--- config.mk ---
export PLATFORM = sky130hd
export DESIGN_NAME = mod_n_updown_counter
export DESIGN_NICKNAME = d
export VERILOG_FILES = /design/src/rtl/mod_n_updown_counter.sv
export SDC_FILE = /design/constraint.sdc
export NUM_CORES = 1
export LEC_CHECK = 0
export CAP_MARGIN = 20
export CORE_MARGIN = 2
export CORE_UTILIZATION = 49
export DETAILED_ROUTE_END_ITERATION = 12
export HOLD_SLACK_MARGIN = 0.05
export PLACE_DENSITY = 0.9
export SLEW_MARGIN = 20
export SYNTH_ARGS = -nofsm -noshare
export SYNTH_HDL_FRONTEND = slang
export SYNTH_SLANG_ARGS = --single-unit
--- constraint.sdc ---
create_clock -name clk -period 3.6 [get_ports clk]
set_input_delay 0.72 -clock clk [delete_from_list [all_inputs] [get_ports clk]]
set_output_delay 0.72 -clock clk [all_outputs]
set_load 0.01 [all_outputs]
--- src/rtl/mod_n_updown_counter.sv ---
// mod_n_updown_counter: modulo-MOD loadable up/down counter with one-shot halt, tc pulse and load-range check.
// Optional MOD_CNT_WRAP_STAT_EN adds a saturating 16-bit wrap/halt event counter (wrap_cnt).
`default_nettype none

module mod_n_updown_counter #(
  parameter int MOD   = 38,
  parameter int WIDTH = 6
) (
  input  logic             clk,
  input  logic             rst,
  input  logic             en,
  input  logic             up_dn,
  input  logic             one_shot,
  input  logic             load,
  input  logic [WIDTH-1:0] data,
  output logic [WIDTH-1:0] dout,
  output logic             tc,
  output logic             done,
  output logic             load_err
`ifdef MOD_CNT_WRAP_STAT_EN
 ,output logic [15:0]      wrap_cnt
`endif
);

  localparam logic [WIDTH-1:0] MAX_VAL = WIDTH'(MOD - 1);
  localparam logic [WIDTH-1:0] ONE     = WIDTH'(1);

  if ((2 ** WIDTH) < MOD) begin : g_bad_width
    $error("mod_n_updown_counter: WIDTH too small for MOD");
  end
  if (MOD < 2) begin : g_bad_mod
    $error("mod_n_updown_counter: MOD must be at least 2");
  end

  typedef enum logic [0:0] {
    COUNT = 1'b0,
    HALT  = 1'b1
  } state_t;

  state_t           state, state_n;
  logic [WIDTH-1:0] dout_n;
  logic             tc_n;
  logic             load_err_n;
  logic [WIDTH-1:0] term;

  always_ff @(posedge clk or posedge rst) begin
    if (rst) begin
      state    <= COUNT;
      dout     <= '0;
      tc       <= 1'b0;
      load_err <= 1'b0;
    end else begin
      state    <= state_n;
      dout     <= dout_n;
      tc       <= tc_n;
      load_err <= load_err_n;
    end
  end

  // Terminal value depends only on the direction sampled this edge.
  assign term = up_dn ? MAX_VAL : '0;

  always_comb begin
    state_n    = state;
    dout_n     = dout;
    tc_n       = 1'b0;
    load_err_n = 1'b0;
    if (load) begin
      if (data > MAX_VAL) begin
        load_err_n = 1'b1;
      end else begin
        dout_n  = data;
        state_n = COUNT;
      end
    end else if (state == COUNT && en) begin
      if (dout == term) begin
        tc_n = 1'b1;
        if (one_shot) begin
          state_n = HALT;
        end else begin
          dout_n = up_dn ? '0 : MAX_VAL;
        end
      end else begin
        dout_n = up_dn ? (dout + ONE) : (dout - ONE);
      end
    end
  end

  assign done = (state == HALT);

`ifdef MOD_CNT_WRAP_STAT_EN
  always_ff @(posedge clk or posedge rst) begin
    if (rst) begin
      wrap_cnt <= '0;
    end else if (tc_n && (wrap_cnt != 16'hFFFF)) begin
      wrap_cnt <= wrap_cnt + 16'd1;
    end
  end
`endif

endmodule

`default_nettype wire

==> reports/metrics.cfg, run 1 <==
[final_layout]
most-common-layout-cells=clkdlybuf4s50_1, dfrtp_1, inv_1
final_util=0.707
num_antenna_cells=0
finalNonFillerCells=113
layout_commonest_cell=clkdlybuf4s50_1
drive_gt1_frac=0.0816
synthToLayoutAreaGrowth_pct=32.7
final_net_count=116
post-route-cell-area_um2=943

[hold_path]
hold_path_class=register to register

[yosys]
synth-seq-cells=9
syn_nets=93
synthDistinctLibCells=38
synth-seq-area-share=0.317
post_synth_and_or_nand_nor_area_fraction=0.197
synth.cell_area_um2=711
synthesis.instances=76
synth-warning-count=0
synth_area_per_cell_um2=9.35
yosys.area_share.adder=0.0986
synth_compound_gate_area_share=0.248
synth_top_family_by_area=compound AO/OA/AOI/OAI gates
synthXorXnorAreaFrac=0.0246
muxShareOfSynthArea=0.0440

[detailed_routing]
drt.antenna.violating_nets=0
wl_um=1570
drt-vias-per-instance=5.85
initialDrtViolationCount=19
routed_wire_length_per_instance_um=13.9
dr.pass1.iters=4
drc_errors=0
overall_via_count_from_detail_route=661

[sta]
min_period_over_period=0.802
unrepaired_setup_endpoints_after_global_routing=false
fin_tns_setup_ns=0
headroom_to_the_max_slew_limit=0.642
fmax_mhz=347
fin_ws_ns=0.714
final.min_clock_period_ns=2.89
max_slew.worst_pin.slew_ns=0.535
fin_skew_ns=0.00733
slew_violations=0
fin_hold_ws_ns=0.460
hold_violations=0
setup_viol=0

[setup_path]
critical_path.endpoint_type=register
worstSetupStartpointType=input port
cp_data_arrival_time_ns=3.03
cp_max_fo=12
critPathRequiredTime_ns=3.74
setup.worst_path.class=input port to register
worst-r2r-setup-slack_ns=1.37

[job]
max_cap_viol_count=0

[placement]
dp_cells=109
placedInstanceArea_um2=917
detailedPlace.worstSlack_ns=0.449
io_buffer_count=20
place_congestion=0.860
place_hpwl_um=1240

[floorplanning]
placementRows=13
floorplan.die_area_um2=1770
initial_utilization=0.533
top_level_ports=21
dieWidth_um=42.1
die_h_um=42.1
core_area_um2=1330

[global_routing]
globalRouteOverflowTotal=0
grt_first_pass_wirelength_um=2670
grt_antenna_before_repair=0
maximum_number_of_pins_on_one_net_before_global_route_repair=16
gr-usage-all-layers=0.197
first_global_vias=611

[pwr]
intPower_uw=285
vdd_ir_drop_max_mv=0.239
comb_power_share=0.495
power.share.switching=0.369
reg_power_frac=0.339
p_total_uw=452
clock_power_share=0.166
switchingPower_uw=167
power_per_cell_area_nw_per_um2=479
p_leak_nw=0.411

[cts]
clk_pin_slew_ns=0.06
cts-hold-fix-buffers=0
ctsLongestPathBuffers=2
clkSinkCount=9
worstSkewPairLatency_ns=0.26
cells_resized_by_post_cts_repair=0
clock_tree.htree_level_count=1
cts-buffers-inserted=3
post_cts_buffers=0
ctsRootBufferMaster=clkbuf_4
tritoncts=yes

[outcome]
status=completed

## critical path, stage by stage
cell and delay, ns:
clkdlybuf4s50_1 0.48, inv_1 0.10, ha_1 0.38, nor4b_2 0.32, o2111ai_2 0.16, o211ai_2 0.23, mux2_1 0.37, a311o_1 0.27
## cells in the mapped netlist
| cell type | n | share of area |
|---|---|---|
| inv_1 | 8 | 0.042 |
| nor2_1 | 1 | 0.0053 |
| o2111ai_2 | 1 | 0.021 |
| a31oi_1 | 1 | 0.0088 |
| nor3_1 | 1 | 0.0070 |
| ha_1 | 4 | 0.070 |
| buf_6 | 1 | 0.016 |
| and2b_1 | 1 | 0.011 |
| a211oi_1 | 1 | 0.011 |
| xnor2_1 | 1 | 0.012 |
| or3_1 | 2 | 0.018 |
| a311o_1 | 1 | 0.014 |
| a211o_1 | 1 | 0.012 |
| and3_1 | 1 | 0.0088 |
| buf_2 | 1 | 0.0070 |
| o2111ai_1 | 1 | 0.012 |
| nor4b_1 | 1 | 0.012 |
| nand3_1 | 3 | 0.021 |
| o21a_1 | 1 | 0.011 |
| nor4b_2 | 1 | 0.021 |
| o211ai_2 | 1 | 0.018 |
| mux2_1 | 1 | 0.016 |
| a21oi_1 | 5 | 0.035 |
| xor2_1 | 1 | 0.012 |
| nor2b_1 | 3 | 0.026 |
| a221oi_1 | 2 | 0.025 |
| mux2i_1 | 2 | 0.028 |
| a21o_1 | 1 | 0.011 |
| o31ai_1 | 1 | 0.011 |
| nand2_1 | 4 | 0.021 |
| a32oi_1 | 1 | 0.012 |
| nor3b_1 | 3 | 0.032 |
| clkbuf_1 | 1 | 0.0053 |
| o21ai_2 | 1 | 0.012 |
| or4b_1 | 1 | 0.014 |
| dfrtp_1 | 9 | 0.32 |
| fa_1 | 1 | 0.028 |
| o21ai_0 | 5 | 0.035 |
## layer usage
layer  share of wire  global-route usage  up-vias  routed length, um
li1                -                   -      333                  -
met1            0.47               0.239      310                745
met2            0.47               0.313       16                739
met3           0.046              0.0819        2                 73
met4          0.0083              0.0688        0                 13
met5               0                   0        -                  0
## power groups by stage
| stage | Sequential, mW | Clock [mW] | Combinational, mW |
|---|---|---|---|
| finish | 0.153 | 0.0751 | 0.223 |
| global route | 0.156 | 0.0838 | 0.246 |
| CTS | 0.152 | 0.0784 | 0.224 |
| detailed placement | 0.154 | 0 | 0.223 |
| global placement | 0.152 | 0 | 0.217 |
| floorplan | 0.156 | 0 | 0.133 |
## worst paths after layout
check / startpoint / end / depth (start not counted)
min in group asynchronous: rst / tc / 2
setup / recovery: up_dn / dout[5] / 8
setup reg to reg: dout[2] / dout[5] / 6
max in group asynchronous: rst / done / 2
hold reg to reg: done / tc / 1
hold / removal: done / tc / 1
## state kept, by name (all words and copies together), names as in the netlist
name      count
load_err      1
dout          6
done          1
tc            1
## cell type report
type	count	area, um2
multi-input cells	56	435
fillers	103	390
flip-flops and latches	9	225
repair buffers	21	208
inverters	8	30.0
clock buffers	4	26.3
well taps	15	18.8
## cell families after synthesis
| logic type | after synthesis |
|---|---|
| fa+ha+maj | 5 |
| compound gates | 24 |
| mux | 3 |
| flops | 9 |
| simple gates | 22 |
| xor+xnor | 2 |
| buf+inv | 11 |
Note: power is estimated with default switching activity, not from simulation.
==> inputs of run 2 (changes only) <==
--- a/config.mk
+++ b/config.mk
@@ -7,10 +7,10 @@
 export LEC_CHECK = 0
 export CAP_MARGIN = 20
 export CORE_MARGIN = 2
-export CORE_UTILIZATION = 49
+export CORE_UTILIZATION = 45
 export DETAILED_ROUTE_END_ITERATION = 12
 export HOLD_SLACK_MARGIN = 0.05
-export PLACE_DENSITY = 0.9
+export PLACE_DENSITY = 0.84
 export SLEW_MARGIN = 20
 export SYNTH_ARGS = -nofsm -noshare
 export SYNTH_HDL_FRONTEND = slang
==> constraint.sdc (replaced) <==
create_clock -name clk -period 2.95 [get_ports clk]
set_input_delay 0.59 -clock clk [delete_from_list [all_inputs] [get_ports clk]]
set_output_delay 0.59 -clock clk [all_outputs]
set_load 0.01 [all_outputs]
==> reports/metrics.cfg, run 2 (synthesis gave the netlist of run 1 again) <==
[outcome]
status=completed  ; unchanged

[cts]
cts-buffers-inserted=3  ; unchanged
clkSinkCount=9  ; unchanged
ctsLongestPathBuffers=2  ; unchanged
clk_pin_slew_ns=0.06  ; about the same
clock_tree.htree_level_count=1  ; unchanged
post_cts_buffers=0  ; unchanged
tritoncts=yes  ; unchanged
cts-hold-fix-buffers=0  ; unchanged
worstSkewPairLatency_ns=0.27  ; was 0.26 ns
ctsRootBufferMaster=clkbuf_4  ; unchanged
cells_resized_by_post_cts_repair=0  ; unchanged

[detailed_routing]
drt-vias-per-instance=5.88  ; was 5.85
route.met2.wl_um=850  ; was 739 um
overall_via_count_from_detail_route=688  ; was 661
routed-wl-met3_um=56  ; was 73 um
drc_errors=0  ; unchanged
dr.pass1.iters=4  ; unchanged
drt.antenna.violating_nets=0  ; unchanged
top_layer=met4  ; unchanged
routed_wire_length_per_instance_um=14.6  ; was 13.9 um
initialDrtViolationCount=24  ; was 19
wl_um=1710  ; was 1570 um
m1WireLength_um=788  ; was 745 um

[setup_path]
critPathRequiredTime_ns=3.10  ; was 3.74 ns
cp_data_arrival_time_ns=2.75  ; was 3.03 ns
worstSetupStartpointType=input port  ; unchanged
cp_max_fo=5  ; was 12
critical_path.endpoint_type=register  ; unchanged
setup.worst_path.class=input port to register  ; unchanged

[sta]
fin_tns_setup_ns=0  ; unchanged
final.min_clock_period_ns=2.60
min_period_over_period=0.881
max_slew.worst_pin.slew_ns=0.358  ; was 0.535 ns
unrepaired_setup_endpoints_after_global_routing=false  ; unchanged
slew_violations=0  ; unchanged
fin_hold_ws_ns=0.480  ; was 0.460 ns
setup_viol=0  ; unchanged
headroom_to_the_max_slew_limit=0.760  ; was 0.642
hold_violations=0  ; unchanged
fin_skew_ns=0.00544  ; was 0.00733 ns
fmax_mhz=385

[hold_path]
hold_path_class=register to register  ; unchanged

[final_layout]
final_net_count=119  ; was 116
drive_gt1_frac=0.109  ; was 0.0816
synthToLayoutAreaGrowth_pct=36.1  ; was 32.7%
largest_register_ff_count=6  ; unchanged
num_antenna_cells=0  ; unchanged
most-common-layout-cells=clkdlybuf4s50_1, dfrtp_1, inv_1  ; unchanged
largest_register=dout  ; unchanged
finalNonFillerCells=117  ; was 113
layout_commonest_cell=clkdlybuf4s50_1  ; unchanged

[placement]
io_buffer_count=20  ; unchanged
place_congestion=0.800  ; was 0.860
place_hpwl_um=1330  ; was 1240 um
dp_cells=113  ; was 109

[global_routing]
gr-usage-all-layers=0.205  ; was 0.197
first_global_vias=682  ; was 611
grt_first_pass_wirelength_um=2890  ; was 2670 um
globalRouteOverflowTotal=0  ; unchanged
grt_antenna_before_repair=0  ; unchanged
maximum_number_of_pins_on_one_net_before_global_route_repair=12  ; was 16

[floorplanning]
dieWidth_um=43.7  ; was 42.1 um
top_level_ports=21  ; unchanged
core_area_um2=1490  ; was 1330 um2
floorplan.die_area_um2=1910  ; was 1770 um2
die_h_um=43.7  ; was 42.1 um
initial_utilization=0.477  ; was 0.533
placementRows=14  ; was 13

[pwr]
power_per_cell_area_nw_per_um2=593  ; was 479 nW/um2
clock_power_share=0.181  ; was 0.166
switchingPower_uw=217  ; was 167 uW
reg_power_frac=0.320  ; was 0.339
p_leak_nw=0.426  ; was 0.411 nW
comb_power_share=0.499  ; was 0.495
intPower_uw=357  ; was 285 uW
vdd_ir_drop_max_mv=0.412  ; was 0.239 mV
power.share.switching=0.379  ; was 0.369

[job]
max_cap_viol_count=0  ; unchanged

## run 2: worst paths after layout
kind	start	end	slack, ns	depth (start not counted)
max in group asynchronous	rst	tc	2.10	2
worst max-delay path	up_dn	dout[5]	0.35	8
worst min register to register	done	tc	0.48	1
min in group asynchronous	rst	dout[1]	0.59	2
worst max register to register	dout[2]	dout[5]	0.88	6
worst min-delay path	done	tc	0.48	1
## run 2: worst max-delay path: stages
cell	delay (ns)
clkdlybuf4s50_1	0.50
inv_1	0.11
ha_1	0.34
nor4b_2	0.32
o2111ai_2	0.16
o211ai_2	0.12
mux2_1	0.35
a311o_1	0.27
## run 2: layout make-up
cell class | count | area, um2
Clock buffer | 4 | 26.3
Fill cell | 119 | 522
Inverter | 8 | 30.0
Multi-Input combinational cell | 56 | 435
Sequential cell | 9 | 225
Tap cell | 16 | 20.0
Timing Repair Buffer | 24 | 230
## run 2: layer usage
layer  vias up  global-route usage
met5         -                   0
li1        335                   -
met4         0              0.0727
met2        17               0.356
met1       334               0.251
met3         2              0.0375
## run 2: through the flow
step / instance area [um2] / worst slack [ns] / power [mW] / utilization
floorplan: 711 / 0.584 / 0.353 / -
global placement: 941 / 0.173 / 0.459 / 0.632
detailed placement: 941 / 0.0645 / 0.471 / 0.632
CTS: 967 / 0.359 / 0.576 / 0.650
global route: 967 / 0.223 / 0.617 / 0.650
finish: 967 / 0.352 / 0.574 / 0.650
## run 2: power groups by stage
stage,clock (mW),combinational [mW],sequential [mW]
floorplan,0,0.162,0.191
global placement,0,0.275,0.185
detailed placement,0,0.285,0.186
CTS,0.105,0.287,0.184
global route,0.108,0.321,0.187
finish,0.104,0.286,0.184
